**src/rtl/seq_word_reader.sv**
```systemverilog
// Reader end of the 288-bit random-sequence interface: requests a sequence from the
// LFSR generator, captures it, and streams it MSB-first as 32-bit words, checking the zero pad.
module seq_word_reader #(
    parameter int SEQ_WIDTH  = 288,
    parameter int WORD_WIDTH = 32
) (
    input  logic                  clk,
    input  logic                  reset,
    input  logic                  start,
    output logic                  gen_enable,
    input  logic [SEQ_WIDTH-1:0]  random_sequence,
    input  logic                  done_creating_sequence,
    output logic [WORD_WIDTH-1:0] word_out,
    output logic                  word_valid,
    input  logic                  word_ready,
    output logic                  word_last,
    output logic                  busy,
    output logic                  seq_done,
    output logic                  pad_error
);
    localparam int         NUM_WORDS  = SEQ_WIDTH / WORD_WIDTH;
    localparam logic [3:0] LAST_COUNT = 4'(NUM_WORDS - 1);

    typedef enum logic [1:0] {IDLE, REQ, SEND, DONE} state_t;

    state_t               state, next_state;
    logic [SEQ_WIDTH-1:0] shift_reg;
    logic [3:0]           count;
    logic                 capture;
    logic                 accept;

    assign capture = (state == REQ) && done_creating_sequence;
    assign accept  = word_valid && word_ready;

    // NOTE: sequential state uses non-blocking assignments so every register samples
    // pre-edge values; the wide shift register is a plain register, so it is reset too.
    always_ff @(posedge clk or negedge reset) begin
        if (!reset) begin
            state <= IDLE;
        end else begin
            state <= next_state;
        end
    end

    always_ff @(posedge clk or negedge reset) begin
        if (!reset) begin
            shift_reg <= '0;
            count     <= '0;
            pad_error <= 1'b0;
        end else if (capture) begin
            shift_reg <= random_sequence;
            count     <= '0;
            pad_error <= (random_sequence[WORD_WIDTH-1:0] != '0);
        end else if (accept) begin
            shift_reg <= shift_reg << WORD_WIDTH;
            // Hold at the last index so the counter never passes the final word.
            if (count != LAST_COUNT) begin
                count <= count + 4'd1;
            end
        end
    end

    // NOTE: next_state gets its default before the case so no path leaves it unassigned,
    // which would otherwise infer a latch.
    always_comb begin
        next_state = state;
        case (state)
            IDLE: if (start)   next_state = REQ;
            REQ:  if (capture) next_state = SEND;
            SEND: if (accept && (count == LAST_COUNT)) next_state = DONE;
            DONE: next_state = IDLE;
            default: next_state = IDLE;
        endcase
    end

    // All handshake outputs decode from registered state, so they cannot change while
    // the consumer is stalling.
    assign gen_enable = (state == REQ);
    assign word_valid = (state == SEND);
    assign word_out   = word_valid ? shift_reg[SEQ_WIDTH-1 -: WORD_WIDTH] : '0;
    assign word_last  = word_valid && (count == LAST_COUNT);
    assign busy       = (state != IDLE);
    assign seq_done   = (state == DONE);

endmodule

```
**config.mk**
```make
export PLATFORM = sky130hd
export DESIGN_NAME = seq_word_reader
export DESIGN_NICKNAME = d
export VERILOG_FILES = /design/src/rtl/seq_word_reader.sv
export SDC_FILE = /design/constraint.sdc
export NUM_CORES = 1
export LEC_CHECK = 0
export ABC_AREA = 0
export BUFFER_PORTS_ARGS = -buffer_cell sky130_fd_sc_hd__buf_2
export CELL_PAD_IN_SITES_DETAIL_PLACEMENT = 0
export CELL_PAD_IN_SITES_GLOBAL_PLACEMENT = 1
export CORE_ASPECT_RATIO = 0.7
export CORE_MARGIN = 2
export CORE_UTILIZATION = 43
export CTS_BUF_LIST = sky130_fd_sc_hd__clkbuf_16
export DETAILED_ROUTE_END_ITERATION = 6
export GPL_TIMING_DRIVEN = 1
export MAX_ROUTING_LAYER = met4
export PLACE_DENSITY_LB_ADDON = 0.1
export SETUP_SLACK_MARGIN = 0.4
export SLEW_MARGIN = 20
export SYNTH_ARGS = -nofsm -noshare
export SYNTH_HDL_FRONTEND = slang
export SYNTH_SLANG_ARGS = --single-unit
export TNS_END_PERCENT = 50
```
**constraint.sdc**
```tcl
create_clock -name clk -period 2.38 [get_ports clk]
set_input_delay 0.476 -clock clk [delete_from_list [all_inputs] [get_ports clk]]
set_output_delay 0.476 -clock clk [all_outputs]
set_load 0.01 [all_outputs]
```
==> results.toml <==
[critical_path]
crit_arrival_ns = 1.76
crit_type = "reg -> out"
cp.required_ns = 1.90
slowest_stage = "dfrtp_1"
worst-path-max-fanout = 8
crit_chain = "inv_2 -> ha_4 -> buf_12 -> buf_16 -> and2_4 -> buf_6"
cp-start-kind = "register"
path_buf_inv = 4
critPathTopFamily = "buffers and inverters"
crit_path_max_incr_delay_ns = 0.39
cp-end-kind = "output port"

[global_routing]
gr-total-overflow = 0
grt_max_degree = 106
grt_pass1_wl_um = 67740
grt_pass1_vias = 12230
grt_use_total_pct = 26.58
antenna_found_initial = 7

[yosys]
synth_simple_gate_area_share_pct = 23.86
syn-num-nets = 1861
synth_compound_area_share_pct = 15.72
synthTopCellsByCount = "513 x nand2_1, 295 x dfrtp_1, 258 x nor2_1, 227 x a31oi_1, 53 x clkbuf_1"
muxShareOfSynthArea_pct = 0.08261
synth_top_area_share_pct = 54.16
synthAdderAreaFrac_pct = 0.6426
synth-async-reset-ratio_pct = 100.0
synth_most_common_cell = "nand2_1"
synth_warnings = 0
synth_area_leaders = "dfrtp_1 54%, nand2_1 14%, a31oi_1 10%"
yosys_register_bits = 295
syn_avg_cell_area_sq_um = 8.732
syn_area_sq_mm = 0.01363
synth_largest_area_cell = "dfrtp_1"
ys.flop_type = "dfrtp_1"
synthDistinctLibCells = 32
synth_top_family_by_area = "simple AND/OR/NAND/NOR gates"
netlist_instances = 1561
synthXorXnorAreaFrac_pct = 0
synth_edf_count = 0
ys_seq_area_share_pct = 54.16

[clock_network]
cts_tree = "yes"
cts_buffers = 30
insertion_delay_ns = 0.56
clock-root-buffer = "clkbuf_16"
cts_sinks = 295
cts.clk_slew.worst_paths_ns = 0.07
htree_levels = 1
clockBufferDepth = 3

[timing]
finalSetupViolations = 0
rsz0062_at_grt = "true"
skew_ns = 0.01312
period_minus_slack_ns = 2.240
tns_ns = 0
finalHoldViolCount = 0
worst_slew_pin_slew_ns = 0.5080
drv_slew = 0
post-route-period-util_pct = 94.13
fmax_mhz = 446.4
relSlewSlack_pct = 66.14

[route]
drtIter0Drc = 1084
wirelength_um = 48110
avgViaCountPerCell = 5.496
ant_nets = 0
post_drt_wl_per_cell_um = 20.43
num_vias = 12940
dr.pass1.iters = 5
post-route-drc-count = 0

[cells_and_area]
area_growth_pct = 31.82
largest_reg_flops = 288
fill_cells = 2853
drive_above_1_share_pct = 29.05
nets = 2205
final_util_pct = 57.69

[power]
p_leak_nw = 8.663
vdd_drop_max_mv = 0.8891
powerDensity_mw_per_mm2 = 1322

[floorplanning]
ios = 331
die_x_um = 216.8
core-area_sq_mm = 0.03115
die-height_um = 153.0
placement_rows = 54
initial_utilization_pct = 43.76
die-area_sq_mm = 0.03316

[place]
hpwlAfterDp_um = 29620
place.gp.congestion = 0.8462
io_buffers = 330

[min_path]
hold_path.class = "in -> reg"

[run]
max_cap_viol_count = 0

[outcome]
status = "finished, final reports clean"
[cell families after synthesis]
kind of cell             Yosys count
flip-flops                       295
AND/OR/NAND/NOR                  826
multiplexers                       1
AO/OA/AOI/OAI                    300
buffers and inverters            132
adder cells (fa/ha/maj)            7
[metrics by stage]
step	hold WS [ns]	std cells	area (sq um)	total power, W	setup slack (ns)
after floorplan	0.1804	1561	13630	0.01445	0.6620
after global placement	0.4325	2234	15740	0.01688	0.4760
after detailed placement	0.4327	2234	15740	0.01701	0.3891
after CTS	0.1330	2300	16830	0.02201	0.1524
after global routing	0.1371	2355	17970	0.02528	0.09209
final	0.1539	2355	17970	0.02376	0.1396
[final cells by class]
class                           instances  area, sq um  area share, %
Antenna cell                            7        17.52        0.09749
Multi-Input combinational cell       1140         5751          32.00
Timing Repair Buffer                  430         3326          18.51
Clock inverter                         24        156.4         0.8704
Sequential cell                       295         7382          41.08
Tap cell                              420        525.5          2.925
Inverter                                8        35.03         0.1950
Clock buffer                           31        775.7          4.317
[power breakdown]
group	total [W]	switching [W]	leakage [nW]	internal (W)
clock network	0.00459	0.00203	0.492	0.00256
logic	0.00990	0.00516	4.65	0.00474
registers	0.00927	0.00168	3.52	0.00759
total	0.0238	0.00887	8.66	0.0149
[per-layer routing]
| metal | share of wire [%] | wire length (um) | global-route usage [%] |
|---|---|---|---|
| met2 | 44 | 21070 | 38.34 |
| met1 | 48 | 23270 | 40.04 |
| met3 | 6.5 | 3129 | 4.279 |
| met5 | 0 | 0 | - |
| met4 | 1.3 | 642 | 4.207 |
[timing repair]
action | CTS | global route
hold endpoints to repair | 45 | 0
endpoints found under the setup margin | 40 | 320
pin swaps | 0 | 4
buffers inserted | 8 | 25
gates resized for setup | 7 | 97
hold buffers | 1 | 0
cloned | 2 | 23
[worst paths after layout]
kind / start / to / slack (ns) / depth (start not counted)
worst min-delay path: random_sequence[13] / shift_reg[13] / 0.15 / 2
max in group asynchronous: reset / shift_reg[183] / 1.18 / 3
worst max register to register: state[0] / count[2] / 0.35 / 8
worst max-delay path: state[0] / word_out[8] / 0.14 / 6
min in group asynchronous: reset / shift_reg[49] / 0.43 / 2
worst min register to register: shift_reg[18] / shift_reg[18] / 0.50 / 1
[layout by cell type, fill, tap and decap left out, drive strengths merged]
cell	count
nand2	519
buf	414
dfrtp	295
nor2	259
a31oi	257
clkbuf	46
and2	36
a22o	32
inv	16
clkinv	13
nor4	8
diode	7
ha	7
o21ai	4
a21oi	4
nand3	3
and4	2
bufinv	2
and3b	1
or4	1
nand3b	1
nand4b	1
a222oi	1
a22oi	1
a2bb2oi	1
mux2	1
or3	1
clkinvlp	1
dlygate4sd3	1
(Power assumes the default switching activity.)
